## src/rtl/port_responder_pkg.sv

```systemverilog
// port_responder_pkg: shared constants for the port responder.
//   WORD_SIZE        default width of port addresses and data words
//   PORT_*           port numbers decoded by the responder
//   STAT_*           bit positions inside the status word (port 3)
package port_responder_pkg;

  localparam int WORD_SIZE = 16;

  localparam int PORT_HALT    = 0;
  localparam int PORT_CONOUT  = 1;
  localparam int PORT_CONIN   = 2;
  localparam int PORT_STATUS  = 3;
  localparam int PORT_SCRATCH = 4;

  localparam int STAT_OUT_FULL  = 0;
  localparam int STAT_IN_AVAIL  = 1;
  localparam int STAT_OVERFLOW  = 2;
  localparam int STAT_UNDERFLOW = 3;
  localparam int STAT_HALTED    = 4;

endpackage

```

## src/rtl/port_fifo.sv

```systemverilog
// port_fifo: synchronous FIFO, async active-low reset.
//   clk, reset_n      clock / reset
//   push, push_data   write strobe and data (ignored when full unless popping)
//   pop               read strobe (ignored when empty)
//   head              oldest entry, combinational from storage
//   full, empty       occupancy flags
// Push and pop in the same cycle are both honoured at any occupancy, so a
// full FIFO can accept a word while it is being drained.
module port_fifo #(
  parameter int WIDTH = 16,
  parameter int DEPTH = 4
) (
  input  logic             clk,
  input  logic             reset_n,
  input  logic             push,
  input  logic [WIDTH-1:0] push_data,
  input  logic             pop,
  output logic [WIDTH-1:0] head,
  output logic             full,
  output logic             empty
);

  localparam int PW = $clog2(DEPTH);
  localparam int CW = PW + 1;

  logic [WIDTH-1:0] mem_q [DEPTH];
  logic [PW-1:0]    rd_ptr_q, rd_ptr_d;
  logic [PW-1:0]    wr_ptr_q, wr_ptr_d;
  logic [CW-1:0]    count_q, count_d;
  logic             do_push, do_pop;

  assign empty = (count_q == '0);
  assign full  = (count_q == CW'(DEPTH));
  assign head  = mem_q[rd_ptr_q];

  assign do_pop  = pop && !empty;
  assign do_push = push && (!full || do_pop);

  always_comb begin
    rd_ptr_d = rd_ptr_q;
    wr_ptr_d = wr_ptr_q;
    count_d  = count_q;
    // DEPTH is a power of two, so pointers wrap naturally at PW bits.
    if (do_pop)  rd_ptr_d = rd_ptr_q + 1'b1;
    if (do_push) wr_ptr_d = wr_ptr_q + 1'b1;
    case ({do_push, do_pop})
      2'b10:   count_d = count_q + 1'b1;
      2'b01:   count_d = count_q - 1'b1;
      default: count_d = count_q;
    endcase
  end

  always_ff @(posedge clk or negedge reset_n) begin
    if (!reset_n) begin
      rd_ptr_q <= '0;
      wr_ptr_q <= '0;
      count_q  <= '0;
      for (int i = 0; i < DEPTH; i++) mem_q[i] <= '0;
    end else begin
      rd_ptr_q <= rd_ptr_d;
      wr_ptr_q <= wr_ptr_d;
      count_q  <= count_d;
      if (do_push) mem_q[wr_ptr_q] <= push_data;
    end
  end

endmodule

```

## src/rtl/port_responder.sv

```systemverilog
// port_responder: device side of the CPU port bus.
//   clk, reset_n              clock / async active-low reset
//   portaddr, portval         access address and write data
//   get_enable, set_enable    read / write strobes (get wins when both high)
//   portout                   registered read data, held until the next get
//   halted                    sticky halt flag, cleared only by reset
//   out_data/out_valid/out_ready   console output stream (FIFO head)
//   in_data/in_valid/in_ready      console input stream (FIFO tail)
module port_responder
  import port_responder_pkg::*;
#(
  parameter int WORD_SIZE  = port_responder_pkg::WORD_SIZE,
  parameter int FIFO_DEPTH = 4
) (
  input  logic                 clk,
  input  logic                 reset_n,
  input  logic [WORD_SIZE-1:0] portaddr,
  input  logic [WORD_SIZE-1:0] portval,
  input  logic                 get_enable,
  input  logic                 set_enable,
  output logic [WORD_SIZE-1:0] portout,
  output logic                 halted,
  output logic [WORD_SIZE-1:0] out_data,
  output logic                 out_valid,
  input  logic                 out_ready,
  input  logic [WORD_SIZE-1:0] in_data,
  input  logic                 in_valid,
  output logic                 in_ready
);

  logic [WORD_SIZE-1:0] portout_q, portout_d;
  logic [WORD_SIZE-1:0] scratch_q, scratch_d;
  logic                 halted_q, halted_d;
  logic                 overflow_q, overflow_d;
  logic                 underflow_q, underflow_d;

  logic                 get_act, set_act;
  logic                 out_push, out_pop, out_full, out_empty;
  logic                 in_push, in_pop, in_full, in_empty;
  logic [WORD_SIZE-1:0] in_head;
  logic [WORD_SIZE-1:0] status;
  logic [WORD_SIZE-1:0] rd_data;

  function automatic logic is_port(input logic [WORD_SIZE-1:0] a, input int p);
    return a == WORD_SIZE'(p);
  endfunction

  // Get has priority; a halted machine ignores every set.
  assign get_act = get_enable;
  assign set_act = set_enable && !get_enable && !halted_q;

  assign out_pop  = !out_empty && out_ready;
  assign out_push = set_act && is_port(portaddr, PORT_CONOUT);

  assign in_push = in_valid && !in_full;
  assign in_pop  = get_act && is_port(portaddr, PORT_CONIN) && !in_empty;

  port_fifo #(.WIDTH(WORD_SIZE), .DEPTH(FIFO_DEPTH)) u_out_fifo (
    .clk       (clk),
    .reset_n   (reset_n),
    .push      (out_push),
    .push_data (portval),
    .pop       (out_pop),
    .head      (out_data),
    .full      (out_full),
    .empty     (out_empty)
  );

  port_fifo #(.WIDTH(WORD_SIZE), .DEPTH(FIFO_DEPTH)) u_in_fifo (
    .clk       (clk),
    .reset_n   (reset_n),
    .push      (in_push),
    .push_data (in_data),
    .pop       (in_pop),
    .head      (in_head),
    .full      (in_full),
    .empty     (in_empty)
  );

  always_comb begin
    status                 = '0;
    status[STAT_OUT_FULL]  = out_full;
    status[STAT_IN_AVAIL]  = !in_empty;
    status[STAT_OVERFLOW]  = overflow_q;
    status[STAT_UNDERFLOW] = underflow_q;
    status[STAT_HALTED]    = halted_q;
  end

  always_comb begin
    rd_data = '0;
    if (is_port(portaddr, PORT_CONIN) && !in_empty) rd_data = in_head;
    else if (is_port(portaddr, PORT_STATUS))        rd_data = status;
    else if (is_port(portaddr, PORT_SCRATCH))       rd_data = scratch_q;
  end

  always_comb begin
    portout_d   = portout_q;
    scratch_d   = scratch_q;
    halted_d    = halted_q;
    overflow_d  = overflow_q;
    underflow_d = underflow_q;

    if (get_act) begin
      portout_d = rd_data;
      if (is_port(portaddr, PORT_CONIN) && in_empty) underflow_d = 1'b1;
    end

    if (set_act) begin
      if (is_port(portaddr, PORT_HALT)) halted_d = 1'b1;
      // A full FIFO still accepts the word if the consumer pops this cycle.
      if (is_port(portaddr, PORT_CONOUT) && out_full && !out_pop) overflow_d = 1'b1;
      if (is_port(portaddr, PORT_STATUS)) begin
        if (portval[STAT_OVERFLOW])  overflow_d  = 1'b0;
        if (portval[STAT_UNDERFLOW]) underflow_d = 1'b0;
      end
      if (is_port(portaddr, PORT_SCRATCH)) scratch_d = portval;
    end
  end

  always_ff @(posedge clk or negedge reset_n) begin
    if (!reset_n) begin
      portout_q   <= '0;
      scratch_q   <= '0;
      halted_q    <= 1'b0;
      overflow_q  <= 1'b0;
      underflow_q <= 1'b0;
    end else begin
      portout_q   <= portout_d;
      scratch_q   <= scratch_d;
      halted_q    <= halted_d;
      overflow_q  <= overflow_d;
      underflow_q <= underflow_d;
    end
  end

  assign portout   = portout_q;
  assign halted    = halted_q;
  assign out_valid = !out_empty;
  assign in_ready  = !in_full;

endmodule

```

## config.mk

```make
export PLATFORM = sky130hd
export DESIGN_NAME = port_responder
export DESIGN_NICKNAME = d
export VERILOG_FILES = /design/src/rtl/port_responder_pkg.sv /design/src/rtl/port_fifo.sv /design/src/rtl/port_responder.sv
export SDC_FILE = /design/constraint.sdc
export NUM_CORES = 1
export LEC_CHECK = 0
export BUFFER_PORTS_ARGS = -buffer_cell sky130_fd_sc_hd__buf_2
export CAP_MARGIN = 15
export CORE_MARGIN = 2
export CORE_UTILIZATION = 45
export CTS_BUF_LIST = sky130_fd_sc_hd__clkbuf_4
export DETAILED_ROUTE_END_ITERATION = 6
export HOLD_SLACK_MARGIN = 0.15
export MAX_ROUTING_LAYER = met4
export PLACE_DENSITY = 0.76
export SLEW_MARGIN = 20
export SYNTH_ARGS = -nofsm -noshare
export SYNTH_HDL_FRONTEND = slang
export SYNTH_SLANG_ARGS = --single-unit
```

## constraint.sdc

```tcl
create_clock -name clk -period 2.35 [get_ports clk]
set_input_delay 0.1175 -clock clk [delete_from_list [all_inputs] [get_ports clk]]
set_output_delay 0.1175 -clock clk [all_outputs]
set_load 0.005 [all_outputs]
```

* Word level (Yosys, flattened, before mapping)
Index checks and enable logic that the tools add are counted.
** Word-level totals
- Logic and storage cells :: 105
- Register bits :: 177
- Input bits :: 54
- Output and inout port bits :: 35
** Cells by class
- Add/subtract/negate cells :: 8
- Order comparisons :: 6
- Reductions and logical operators :: 33
- Muxes and demuxes :: 25
- Eq/ne operators :: 10
- Bitwise gates (word level) :: 4
** Operators by type and width (number)
- $mux 16 :: 9
- $bwmux 64 :: 2
- $bmux 16 s2 :: 2
- $demux 16 s2 :: 2
- $eq 16x2->1 const B :: 2
- $logic_and 1x1->1 :: 17
- $eq 16x1->1 const B :: 1
- $eq 16x3->1 const B :: 1
- $logic_not 16->1 :: 1
- $ge 3x3->1 const B :: 4
- $not 2->3 :: 4
- $pmux 3 s2 :: 2
- $add 2x1->2 const B :: 4
- $mux 1 :: 8
- $logic_not 1->1 :: 7
- $add 3x1->3 const B :: 2
- $eq 3x3->1 const B :: 2
- $logic_not 3->1 :: 2
- $lt 3x1->1 const B :: 2
- $sub 3x1->3 const B :: 2
- $eq 2x1->1 const B :: 2
- $eq 2x2->1 const B :: 2
- $reduce_and 2->1 :: 2
- $reduce_bool 2->1 :: 2
- $logic_or 1x1->1 :: 2

* Longest topological paths before layout
- Word-level depth :: 8
- Mapped depth :: 11

* Modules after synthesis
A second synthesis with hierarchy kept.
** Unflattened totals
- Cell total of the unflattened synthesis :: 528
- Area, all modules :: 8067.7 sq um
** Modules (own cells, without submodules)
- port_fifo (u_out_fifo) :: area an instance 3194.3 sq um, seq. area each 1776.7 sq um, instances 1, cells an instance 193
- port_fifo (u_in_fifo) :: area an instance 3193.1 sq um, seq. area each 1776.7 sq um, instances 1, cells an instance 193
- port_responder :: area an instance 1680.4 sq um, seq. area each 875.8 sq um, instances 1, cells an instance 142

* Worst setup path before layout
No wires, ideal clock.
- Path type :: input port to flip-flop
- Start point :: input port portaddr[5]
- End point :: register u_in_fifo.count_q[2]
- Setup time :: 0.079 ns
- Slack :: 0.069 ns
- Data arrival time :: 2.202 ns
- Cell stages on the path :: 10
- Buffers on the path :: 1
- Required time :: 2.271 ns
- Cell sequence :: nor4_4 -> nand4_1 -> nor2_1 -> buf_2 -> ha_1 -> inv_1 -> fa_1 -> xor2_1 -> nor2_1 -> xor2_1
** Between the ends
- Longest elaborated chain between the ends :: 8
- Elaborated cells between the ends (all ways) :: 10
- Those cells by class :: eq/ne: 3; mux: 1; reduce/logical: 6
** Ends and longest elaborated chain
- start: declaration :: RTL line port_responder.sv:17 : input logic [WORD_SIZE-1:0] portaddr,
- $eq 16x2->1 * :: RTL line port_responder.sv:45 : return a == WORD_SIZE'(p);
- $logic_and 1x1->1 * (2 in series) :: RTL line port_responder.sv:56 : assign in_pop = get_act && is_port(portaddr, PORT_CONIN) && !in_empty;
- $logic_and 1x1->1 * :: RTL line port_fifo.sv:36 : assign do_pop = pop && !empty;
- named net u_in_fifo.do_pop :: RTL line port_fifo.sv:30 : logic do_push, do_pop;
- $logic_or 1x1->1 :: RTL line port_fifo.sv:37 : assign do_push = push && (!full || do_pop);
- $logic_and 1x1->1 :: RTL line port_fifo.sv:37
- $eq 2x1->1 / $eq 2x2->1 (equally long branches) :: RTL line port_fifo.sv:46 : case ({do_push, do_pop})
- $pmux 3 s2 / $reduce_bool 2->1 (equally long branches)
- end signal: assignment :: RTL line port_fifo.sv:62 : count_q <= count_d;
- end: declaration :: RTL line port_fifo.sv:29 : logic [CW-1:0] count_q, count_d;
Mark *: on every way through the listed nets, which the timed path passes. The rest lies on a longest branch.
A chain may end at the register's enable or synchronous reset.

* Worst setup path after layout
- Start point :: register halted_q (netlist: halted)
- End point :: register u_out_fifo.wr_ptr_q[1]
** Between the ends
- Longest elaborated chain between the ends :: 4
** Ends and longest elaborated chain
- start: declaration :: RTL line port_responder.sv:33 : logic halted_q, halted_d;
- start signal: assignment :: RTL line port_responder.sv:130 : halted_q <= halted_d;
- $logic_not 1->1 :: RTL line port_responder.sv:50 : assign set_act = set_enable && !get_enable && !halted_q;
- $logic_and 1x1->1 :: RTL line port_responder.sv:50
- $logic_and 1x1->1 :: RTL line port_responder.sv:53 : assign out_push = set_act && is_port(portaddr, PORT_CONOUT);
- $logic_and 1x1->1 :: RTL line port_fifo.sv:37
- end signal: assignment :: RTL line port_fifo.sv:61 : wr_ptr_q <= wr_ptr_d;
- end: declaration :: RTL line port_fifo.sv:28 : logic [PW-1:0] wr_ptr_q, wr_ptr_d;
Every way passes these cells.

==> metrics <==
skew final=about 27 ps; Compound-Gate Fraction of Synth Area=3.23%; crit path time final=roughly 2200 ps; worst-margin pin slew=753 ps; Clock Path Buffers=2; synthesis-stage register bit count=around 180; Peak VDD IR=0.416 mV; Core ar.=between 15000 and 20000 um^2; Die H=138 um; Num Clock Sinks=approximately 180; Reg clk slew, reported paths=around 140 ps; synthesized area=8060 um^2; Cells after DPL=828; Yosys warning total=0; CTS Buf Count=17; Synth-to-Final Area Change=21.8%; Starting Density=46.3%; critical path capture point type=register; worst-path fanout max=6; register area=about 4400 um^2; fin. max-slew vios=0; Distinct cells, synth=41; die area=about 19000 um^2; remaining antenna violation count=0; GRT Overall Usage=roughly a fifth; commonest non-fill, non-tap cell in the layout=dfrtp_1; Nets=around 750; status=finished, final reports clean; clk_lat worst skew=roughly 570 ps; WL final=between 15000 and 20000 um; GPL Wtd Cong=between 0.8 and 0.9; worst-path cell with the longest stage delay=dlygate4sd3_1; Fin Hold WS=roughly 350 ps; initial antenna violation count=1; total grt overflow=0; crit-path cells=nor3b_4 > nand4_4 > nor3_4 > dlygate4sd3_1 > nand2_1 > o21ai_0; Syn Nets=just under 600; DR iter-0 viols=~280; fin crit share=around 95%; crit path DAT=around 2700 ps; mux cell area share after synthesis=31.3%; prevailing post-synth register cell=dfrtp_1; Hold Path Depth=3; drt pass-1 iters=6; input/output buffers=88; Syn Area/Cell=between 15 and 20 um^2; footprint of the multi-input gates=3410 um^2; Mapped Cells=~520; sequential area share after synthesis=55.0%; R2R setup slack=120 ps; Power Dens Cells=809 nW/um^2; # IOs=89; H-tree levels=4; DRC Markers=0; post-synthesis simple-gate area fraction=4.46%; Rel. slew slack=49.1%; # setup viols final=0; vias per cell=approximately 5.4; Lkg Pwr=4.73 nW; Setup CP Type=reg -> reg; CTS tree=yes; Sum Neg Setup Slack=0 ps; layout cells sized above 1=between 40% and 50%; number of synthesized flops with an enable pin=0; most frequent cells in the layout=dfrtp_1 (176), mux2_2 (104), buf_2 (87), dlygate4sd3_1 (59), mux2_4 (40); average routed wire per standard cell=18.9 um; CP required=between 2000 and 3000 ps; depth of the most critical reg-to-reg path=6; Util after Layout=a little under three fifths; post-synthesis adder-cell area fraction=roughly 1.9%; final hold vios=0; xor and xnor fraction of the mapped netlist area=about 1.2%; Startpoint Class=register; Max Clock Freq=around 450 MHz; DP HPWL=~12000 um; first-pass GRT wire length=between 20000 and 30000 um; vias in the first global route=about 5500; Hold Crit Class=in -> reg; slowest stage delay, CP=around 700 ps; Final Non-Filler Cells=922; total of max-cap violations=0; main combinational cell family by area after synthesis=multiplexers; std cell rows=between 40 and 50; FILL cells=between 1000 and 1500; Via Count=~5000; Async SR Flop Fraction=100%; pin count of the biggest net entering global routing=about 70; die width=138 um; CTS Root Cell=clkbuf_4
[path summary, 6_finish.rpt]
kind / startpoint / endpoint
worst max-delay path: halted / u_out_fifo.wr_ptr_q[1]
worst min-delay path: in_data[4] / u_in_fifo.mem_q[20]
worst max register to register: halted / u_out_fifo.wr_ptr_q[1]
worst min register to register: u_out_fifo.count_q[2] / u_out_fifo.count_q[2]
max in group asynchronous: reset_n / u_out_fifo.mem_q[30]
min in group asynchronous: reset_n / u_in_fifo.mem_q[2]
[through the flow]
| step | cell area [um^2] | power, mW | setup WS, ps |
|---|---|---|---|
| floorplan | 8060 | 5.45 | 68.9 |
| CTS | 9790 | 8.01 | 15.6 |
| finish | 9820 | 7.94 | 123 |
| global placement | 8890 | 5.97 | 197 |
| detailed placement | 8890 | 6.17 | 175 |
| global route | 9820 | 8.37 | -5.06 |
[logic make-up (layout without fill, tap and decap cells)]
group	after synthesis	count (layout)
muxes	179	179
DFF	177	177
buffers and inverters	51	231
and+or+nand+nor	47	47
AOI/OAI and AO/OA	40	40
adders and majority gates	11	11
xor gates and xnor gates	11	11
other	0	1
[registers in the layout, indices dropped and copies added (netlist names)]
register / cells
halted: 1
scratch_q: 16
underflow_q: 1
u_in_fifo.mem_q: 64
u_out_fifo.count_q: 3
portout: 16
u_out_fifo.rd_ptr_q: 2
overflow_q: 1
u_in_fifo.wr_ptr_q: 2
u_in_fifo.count_q: 3
u_in_fifo.rd_ptr_q: 2
u_out_fifo.wr_ptr_q: 2
u_out_fifo.mem_q: 64
[routing by layer]
layer	GRT usage (%)	wire length, um	share of wire (%)
met3	3.94	418	2.4
met5	-	0	0
met1	24.2	7450	43
met2	34.3	9080	52
met4	9.18	523	3.0
[power breakdown]
part | total [mW] | internal (mW) | switching (mW)
Sequential | 4.09 | 3.70 | 0.385
Clock | 1.78 | 0.727 | 1.05
Combinational | 2.07 | 1.22 | 0.851
Total | 7.94 | 5.65 | 2.29
[layout make-up]
class                   instances  share of cell area (%)
clock buffers                  17                    1.30
repair buffers                171                    13.2
inverters                      28                    1.07
multi-input cells             288                    34.7
well taps                     225                    2.87
clock inverters                15                    1.70
diodes                          1                  0.0255
flip-flops and latches        177                    45.1
[critical path, delay by kind of cell (launching register included)]
kind                   cells  cell delay, ps
AO/OA/AOI/OAI              1              90
buffers and inverters      1             680
flip-flops                 1             450
AND/OR/NAND/NOR            4             910
[synth_stat cells, types with 5 or more instances]
master | number | area [um^2]
mux4_2 | 32 | 721
o22ai_1 | 5 | 31.3
mux2_4 | 40 | 601
dfrtp_1 | 177 | 4430
clkbuf_1 | 7 | 26.3
o21ai_0 | 14 | 70.1
ha_1 | 9 | 113
a22oi_1 | 11 | 82.6
buf_6 | 5 | 56.3
buf_2 | 9 | 45.0
inv_1 | 28 | 105
nor2_1 | 6 | 22.5
xnor2_1 | 7 | 61.3
nand2_1 | 10 | 37.5
mux2_2 | 104 | 1170
[what timing repair did]
action                                 4_1_cts  5_1_grt
setup endpoints to repair                    0        5
hold buffers                                60        0
gates resized for setup                      0        5
endpoints found under the hold margin      348        0
buffers inserted                             0        1
Power figures use the tool's default switching activity.
